**config.mk**
```make
export PLATFORM = sky130hd
export DESIGN_NAME = compute_arbiter
export DESIGN_NICKNAME = d
export VERILOG_FILES = /design/src/rtl/compute_arbiter.sv
export SDC_FILE = /design/constraint.sdc
export NUM_CORES = 1
export LEC_CHECK = 0
export ABC_AREA = 1
export CORE_UTILIZATION = 30
export CTS_BUF_LIST = sky130_fd_sc_hd__clkbuf_2 sky130_fd_sc_hd__clkbuf_4 sky130_fd_sc_hd__clkbuf_8
export DETAILED_ROUTE_END_ITERATION = 8
export GPL_TIMING_DRIVEN = 0
export PLACE_DENSITY = 0.69
export SYNTH_ARGS = -nofsm -noshare
export SYNTH_HDL_FRONTEND = slang
export SYNTH_SLANG_ARGS = --single-unit
```
**constraint.sdc**
```tcl
create_clock -name clk -period 4.55 [get_ports clk]
set_input_delay 0.455 -clock clk [delete_from_list [all_inputs] [get_ports clk]]
set_output_delay 0.455 -clock clk [all_outputs]
set_load 0.02 [all_outputs]
```
**src/rtl/compute_arbiter.sv**
```systemverilog
// Round-robin arbiter that lets UNIT_COUNT processing units share one compute unit.
// Sequences the request/ready/done handshake, routes the result back, and aborts on timeout.
module compute_arbiter #(
    parameter int UNIT_COUNT = 4,
    parameter int DATA_WIDTH = 32,
    parameter int OP_WIDTH   = 2,
    parameter int TIMEOUT    = 255
) (
    input  logic                             clk,
    input  logic                             rst_n,
    input  logic                             enable,
    input  logic [UNIT_COUNT-1:0]            req,
    input  logic [UNIT_COUNT*OP_WIDTH-1:0]   req_op,
    input  logic [UNIT_COUNT*DATA_WIDTH-1:0] req_data,
    output logic [UNIT_COUNT-1:0]            grant,
    output logic [UNIT_COUNT-1:0]            resp_valid,
    output logic [DATA_WIDTH-1:0]            resp_data,
    output logic                             resp_error,
    output logic                             cu_request,
    output logic [OP_WIDTH-1:0]              cu_op,
    output logic [DATA_WIDTH-1:0]            cu_data,
    input  logic                             cu_ready,
    input  logic                             cu_done,
    input  logic [DATA_WIDTH-1:0]            cu_result,
    output logic                             busy,
    output logic [15:0]                      grant_count,
    output logic [7:0]                       timeout_count,
    output logic [1:0]                       state_dbg
);

    localparam int IDX_W = (UNIT_COUNT > 1) ? $clog2(UNIT_COUNT) : 1;
    localparam logic [UNIT_COUNT-1:0] ONE_HOT_0 = {{(UNIT_COUNT-1){1'b0}}, 1'b1};

    typedef enum logic [1:0] {
        S_IDLE    = 2'd0,
        S_ISSUE   = 2'd1,
        S_WAIT    = 2'd2,
        S_RESPOND = 2'd3
    } state_t;

    state_t                  state_q, state_d;
    logic [IDX_W-1:0]        last_grant_q, last_grant_d;
    logic [IDX_W-1:0]        winner_q, winner_d;
    logic [OP_WIDTH-1:0]     op_q, op_d;
    logic [DATA_WIDTH-1:0]   data_q, data_d;
    logic [7:0]              tmo_q, tmo_d;
    logic [UNIT_COUNT-1:0]   grant_q, grant_d;
    logic [UNIT_COUNT-1:0]   resp_valid_q, resp_valid_d;
    logic [DATA_WIDTH-1:0]   resp_data_q, resp_data_d;
    logic                    resp_error_q, resp_error_d;
    logic                    cu_request_q, cu_request_d;
    logic [OP_WIDTH-1:0]     cu_op_q, cu_op_d;
    logic [DATA_WIDTH-1:0]   cu_data_q, cu_data_d;
    logic                    busy_q, busy_d;
    logic [15:0]             grant_count_q, grant_count_d;
    logic [7:0]              timeout_count_q, timeout_count_d;

    logic                    sel_found;
    logic [IDX_W-1:0]        sel_idx;

    // Rotating priority: first requester strictly after the last winner.
    always_comb begin
        sel_found = 1'b0;
        sel_idx   = '0;
        for (int i = 0; i < UNIT_COUNT; i++) begin
            if (!sel_found && req[(int'(last_grant_q) + 1 + i) % UNIT_COUNT]) begin
                sel_found = 1'b1;
                sel_idx   = IDX_W'((int'(last_grant_q) + 1 + i) % UNIT_COUNT);
            end
        end
    end

    // Outputs are computed from the next state so every output is a flop.
    always_comb begin
        state_d         = state_q;
        last_grant_d    = last_grant_q;
        winner_d        = winner_q;
        op_d            = op_q;
        data_d          = data_q;
        tmo_d           = tmo_q;
        grant_d         = '0;
        resp_valid_d    = '0;
        resp_data_d     = '0;
        resp_error_d    = 1'b0;
        cu_request_d    = 1'b0;
        cu_op_d         = '0;
        cu_data_d       = '0;
        grant_count_d   = grant_count_q;
        timeout_count_d = timeout_count_q;

        unique case (state_q)
            S_IDLE: begin
                if (enable && sel_found) begin
                    state_d       = S_ISSUE;
                    winner_d      = sel_idx;
                    last_grant_d  = sel_idx;
                    op_d          = req_op[sel_idx*OP_WIDTH +: OP_WIDTH];
                    data_d        = req_data[sel_idx*DATA_WIDTH +: DATA_WIDTH];
                    tmo_d         = 8'd0;
                    grant_d       = ONE_HOT_0 << sel_idx;
                    cu_request_d  = 1'b1;
                    cu_op_d       = req_op[sel_idx*OP_WIDTH +: OP_WIDTH];
                    cu_data_d     = req_data[sel_idx*DATA_WIDTH +: DATA_WIDTH];
                    grant_count_d = (grant_count_q == 16'hFFFF) ? grant_count_q
                                                                : grant_count_q + 16'd1;
                end
            end
            S_ISSUE: begin
                tmo_d = tmo_q + 8'd1;
                // Timeout must win here, otherwise WAIT would start past the limit.
                if (tmo_q == 8'(TIMEOUT)) begin
                    state_d      = S_RESPOND;
                    resp_error_d = 1'b1;
                end else if (cu_ready) begin
                    state_d = S_WAIT;
                end else begin
                    cu_request_d = 1'b1;
                    cu_op_d      = op_q;
                    cu_data_d    = data_q;
                end
            end
            S_WAIT: begin
                tmo_d = tmo_q + 8'd1;
                if (cu_done) begin
                    state_d     = S_RESPOND;
                    resp_data_d = cu_result;
                end else if (tmo_q == 8'(TIMEOUT)) begin
                    state_d      = S_RESPOND;
                    resp_error_d = 1'b1;
                end
            end
            S_RESPOND: begin
                state_d = S_IDLE;
            end
            default: state_d = S_IDLE;
        endcase

        if (state_q != S_RESPOND && state_d == S_RESPOND) begin
            resp_valid_d = ONE_HOT_0 << winner_q;
            if (resp_error_d) begin
                timeout_count_d = (timeout_count_q == 8'hFF) ? timeout_count_q
                                                             : timeout_count_q + 8'd1;
            end
        end

        busy_d = (state_d != S_IDLE);
    end

    always_ff @(posedge clk or negedge rst_n) begin
        if (!rst_n) begin
            state_q         <= S_IDLE;
            last_grant_q    <= IDX_W'(UNIT_COUNT - 1);
            winner_q        <= '0;
            op_q            <= '0;
            data_q          <= '0;
            tmo_q           <= '0;
            grant_q         <= '0;
            resp_valid_q    <= '0;
            resp_data_q     <= '0;
            resp_error_q    <= 1'b0;
            cu_request_q    <= 1'b0;
            cu_op_q         <= '0;
            cu_data_q       <= '0;
            busy_q          <= 1'b0;
            grant_count_q   <= '0;
            timeout_count_q <= '0;
        end else begin
            state_q         <= state_d;
            last_grant_q    <= last_grant_d;
            winner_q        <= winner_d;
            op_q            <= op_d;
            data_q          <= data_d;
            tmo_q           <= tmo_d;
            grant_q         <= grant_d;
            resp_valid_q    <= resp_valid_d;
            resp_data_q     <= resp_data_d;
            resp_error_q    <= resp_error_d;
            cu_request_q    <= cu_request_d;
            cu_op_q         <= cu_op_d;
            cu_data_q       <= cu_data_d;
            busy_q          <= busy_d;
            grant_count_q   <= grant_count_d;
            timeout_count_q <= timeout_count_d;
        end
    end

    assign grant         = grant_q;
    assign resp_valid    = resp_valid_q;
    assign resp_data     = resp_data_q;
    assign resp_error    = resp_error_q;
    assign cu_request    = cu_request_q;
    assign cu_op         = cu_op_q;
    assign cu_data       = cu_data_q;
    assign busy          = busy_q;
    assign grant_count   = grant_count_q;
    assign timeout_count = timeout_count_q;
    assign state_dbg     = state_q;

endmodule

```
==> metrics.md <==
| Metric | Value |
|---|---|
| Met1 Use GR | 23.3% |
| Layout cells sized above 1 | 8.41% |
| Worst Max-Slew Pin Slew | 0.796 ns |
| Max IR drop VDD | 0.642 mV |
| Starting DRT DRC Count | 513 |
| Reg2Reg Setup Slack | 2.00 ns |
| Worst R2R Start | last_grant_q[0] |
| Largest cells by area after synthesis | dfrtp_1 (48%), nand2_1 (24%), nand3_1 (4.7%), inv_1 (3.3%), nand3_2 (2.7%) |
| Max-slew violations | 0 |
| Syn Std Cell Area | 7680 um^2 |
| Internal | 3.69 mW |
| Cts hold-fix bufs | 1 |
| Layout Skew | 0.0121 ns |
| Area of the multi-input gates | 3380 um^2 |
| Hold Path Class | flip-flop to flip-flop |
| Relative slew slack | 46.6% |
| Avg Synthesized Cell Area | 7.62 um^2 |
| Worst Reg-to-Reg Cells | 12 |
| Unrepaired setup endpoints after global routing | false |
| Gr busiest metal | met2 |
| CP bufs+invs | 4 |
| Maxcap violations | 0 |
| Post-CTS Resized | 0 |
| CTS Buffer Depth | 2 |
| Number of synthesized flops with an enable pin | 0 |
| Clk sink count | 149 |
| TritonCTS clock tree | done |
| CP dominant cell by count | nand2_1 |
| Sw frac | 50.6% |
| Flops & latches, synth | 149 |
| Crit path launch type | flip-flop |
| Arrival time worst endpoint | 2.93 ns |
| Gr usage total | 19.4% |
| Worst Path Required | 4.93 ns |
| Sequential Power Share | 24.4% |
| HPWL Detailed | 19,400 um |
| Antenna violations before repair | 0 |
| FF/Latch Area | 3730 um^2 |
| Crit Path Max Fanout | 10 |
| First-pass GRT wire length | 38,400 um |
| Syn Nets | 1,192 |
| Launch point of the worst hold path | winner_q[0] |
| Synth top area share | 47.9% |
| Clk_lat worst skew | 0.45 ns |
| # IOs | 280 |
| Worst hold path depth | 1 |
| Num CTS Buffers | 17 |
| Synth area leader | dfrtp_1 |
| Crit Path Category | flip-flop to flip-flop |
| GR Util met2 | 32.5% |
| Clk network pwr share | 12.7% |
| Fillcell total | 2,519 |
| Root Buffer | clkbuf_8 |
| Synth unique cells | 35 |
| Maximum number of pins on one net before global-route repair | 93 |
| Buffers inserted by post-CTS timing repair | 0 |
| Routed Antenna Nets | 0 |
| DR vias | 7,466 |
| F_max | 392 MHz |
| Sequential area share after synthesis | 48.6% |
| Most common flop cell mapped by yosys | dfrtp_1 |
| Via density | 4.52 |
| Die Y | 162 um |
| Cell leakage power | 5.81 nW |
| Vias in the first global route | 7,169 |
| Area growth, synth to finish | 46.9% |
| I/O Buffers | 279 |
| Residual DRC | 0 |
| Worst r2r dst | grant[1] |
| Reg clk slew, reported paths | 0.09 ns |
| Synthesis Warnings | 0 |
| Hold path endpoint | resp_valid[2] |
| Final setup fails | 0 |
| Crit-path cells | buf_6 -> inv_6 -> nand2_1 -> nand2_1 -> nand2_1 -> nand2_1 -> nand4_1 -> nand2_1 -> inv_2 -> buf_1 -> nand2_1 -> nor2_1 |
| Combinational Power Share | 62.9% |
| Final hold violation count | 0 |
| Avg WL per Cell | 15.0 um |
| Nets | 1,492 |
| Area of the core | 25,200 um^2 |
| Status | finished, final reports clean |
| Power density over the cells | 662 nW/um^2 |
| Final wirelength | 24,800 um |
| Congestion Overflow GR | 0 |
| Global Route met3 Usage | 5.85% |
| Number of H-tree levels | 4 |
| Net Sw Power | 3.78 mW |
| Pre-Repair DR Iteration Count | 5 |
| Minimum clock period | 2.55 ns |
| Mapped Cells | 1,008 |
| Top Family by Delay on Critical Path | simple AND/OR/NAND/NOR gates |
| Total Power Consumption | 7.47 mW |
| Die Wd | 162 um |
| Synth async-reset ratio | 100% |
| Stages on the worst setup path | 12 |
| Post-layout util | 44.8% |
| Die ar. | 26,200 um^2 |
| Final period util | 56.0% |
| Site Rows | 58 |
| CP peak stage delay | 0.53 ns |
| Initial core utilization | 30.5% |
| Crit. End Element | flip-flop |
| RePlAce Congestion | 0.912 |
| Inserted Diodes | 0 |
| CP max stage cell | dfstp_2 |
==> logic make-up (layout without fill, tap and decap cells) <==
group                      Yosys count  in the layout  share of synthesized area, %
buffers and inverters              116            428                          7.48
adders and majority gates            7              7                          1.14
DFF                                149            149                          48.6
and+or+nand+nor                    690            690                          38.6
xor gates and xnor gates            23             23                          2.62
AOI/OAI and AO/OA                   23             23                          1.58
==> layer usage <==
layer	share of wire [%]	up-vias
li1	-	3722
met5	0	-
met2	47	307
met1	43	3405
met4	2.5	0
met3	8.0	32
==> power groups by stage <==
stage | Sequential (mW) | Combinational [mW] | Clock, mW
3_3_place_gp | 1.84 | 4.65 | 0
4_1_cts | 1.82 | 4.71 | 0.989
5_1_grt | 1.86 | 5.19 | 1.04
2_1_floorplan | 2.00 | 2.90 | 0
6_report | 1.82 | 4.70 | 0.947
3_5_place_dp | 1.85 | 4.69 | 0
==> placed cells by master, fill, tap and decap left out, drive strengths merged <==
master / synthesis / routed
nor3: 15 / 15
nand3: 95 / 95
nand3b: 1 / 1
ha: 7 / 7
clkinvlp: 0 / 4
nor3b: 1 / 1
clkdlybuf4s50: 0 / 278
buf: 36 / 38
or2: 1 / 1
nor2: 56 / 56
clkinv: 0 / 3
clkbuf: 9 / 26
o21ai: 19 / 19
nor4: 4 / 4
dfrtp: 147 / 147
nand2: 503 / 503
xnor2: 5 / 5
a21oi: 3 / 3
dlygate4sd3: 0 / 1
xor2: 18 / 18
nand4: 14 / 14
o211ai: 1 / 1
inv: 71 / 78
dfstp: 2 / 2
==> metrics by stage <==
stage / std cells / hold WS [ns] / worst slack (ns) / setup TNS (ns) / cell area [um^2]
finish: 1650 / 0.455 / 2.00 / 0 / 11300
global route: 1650 / 0.477 / 1.67 / 0 / 11300
CTS: 1650 / 0.457 / 1.88 / 0 / 11300
detailed placement: 1618 / 0.450 / 1.66 / 0 / 10900
global placement: 1617 / 0.441 / -3.08 / -453.29 / 10900
floorplan: 1008 / 0.159 / 2.56 / 0 / 7680
==> cell usage after synthesis (2+ instances only) <==
cell type  instances
nand2_1          496
nand2_4            2
nand4_1           14
buf_8              2
ha_1               7
xor2_1            18
nand3_4            2
inv_2              2
nor2_1            52
nor3_1            15
buf_2             18
nand3_2           21
inv_1             67
dfstp_2            2
nand3_1           72
o21ai_1            2
buf_6              8
nor2_4             3
clkbuf_1           9
dfrtp_1          147
xnor2_1            5
nand2_2            5
nor4_1             4
o21ai_0           16
a21oi_1            3
buf_4              7
==> final cells by class <==
type / instances / share of cell area [%]
inverter: 71 / 2.43
tap: 330 / 3.66
clock inverter: 14 / 1.05
timing repair buffer: 281 / 25.1
multi-input combinational: 743 / 30.0
buffer: 45 / 2.66
clock buffer: 17 / 2.07
sequential: 149 / 33.1
==> flip-flops by register name, summed over array words and instances (netlist names) <==
| register | flops |
|---|---|
| grant_count | 16 |
| last_grant_q | 2 |
| grant | 4 |
| resp_data | 32 |
| state_dbg | 2 |
| timeout_count | 8 |
| winner_q | 2 |
| cu_request | 1 |
| cu_op | 2 |
| data_q | 32 |
| tmo_q | 8 |
| cu_data | 32 |
| resp_valid | 4 |
| busy | 1 |
| resp_error | 1 |
| op_q | 2 |
==> how the worst max path moves through the flow <==
| stage | end | slack [ns] | from |
|---|---|---|---|
| after global routing | last_grant_q[0] | 1.67 | last_grant_q[0] |
| final | grant[1] | 2.00 | last_grant_q[0] |
| after detailed placement | grant[1] | 1.66 | req[1] |
| after floorplan | grant_count[7] | 2.56 | last_grant_q[0] |
| after CTS | grant[1] | 1.88 | last_grant_q[0] |
| after global placement | data_q[10] | -3.08 | rst_n |
No activity file was read; power rests on OpenSTA's default activity.
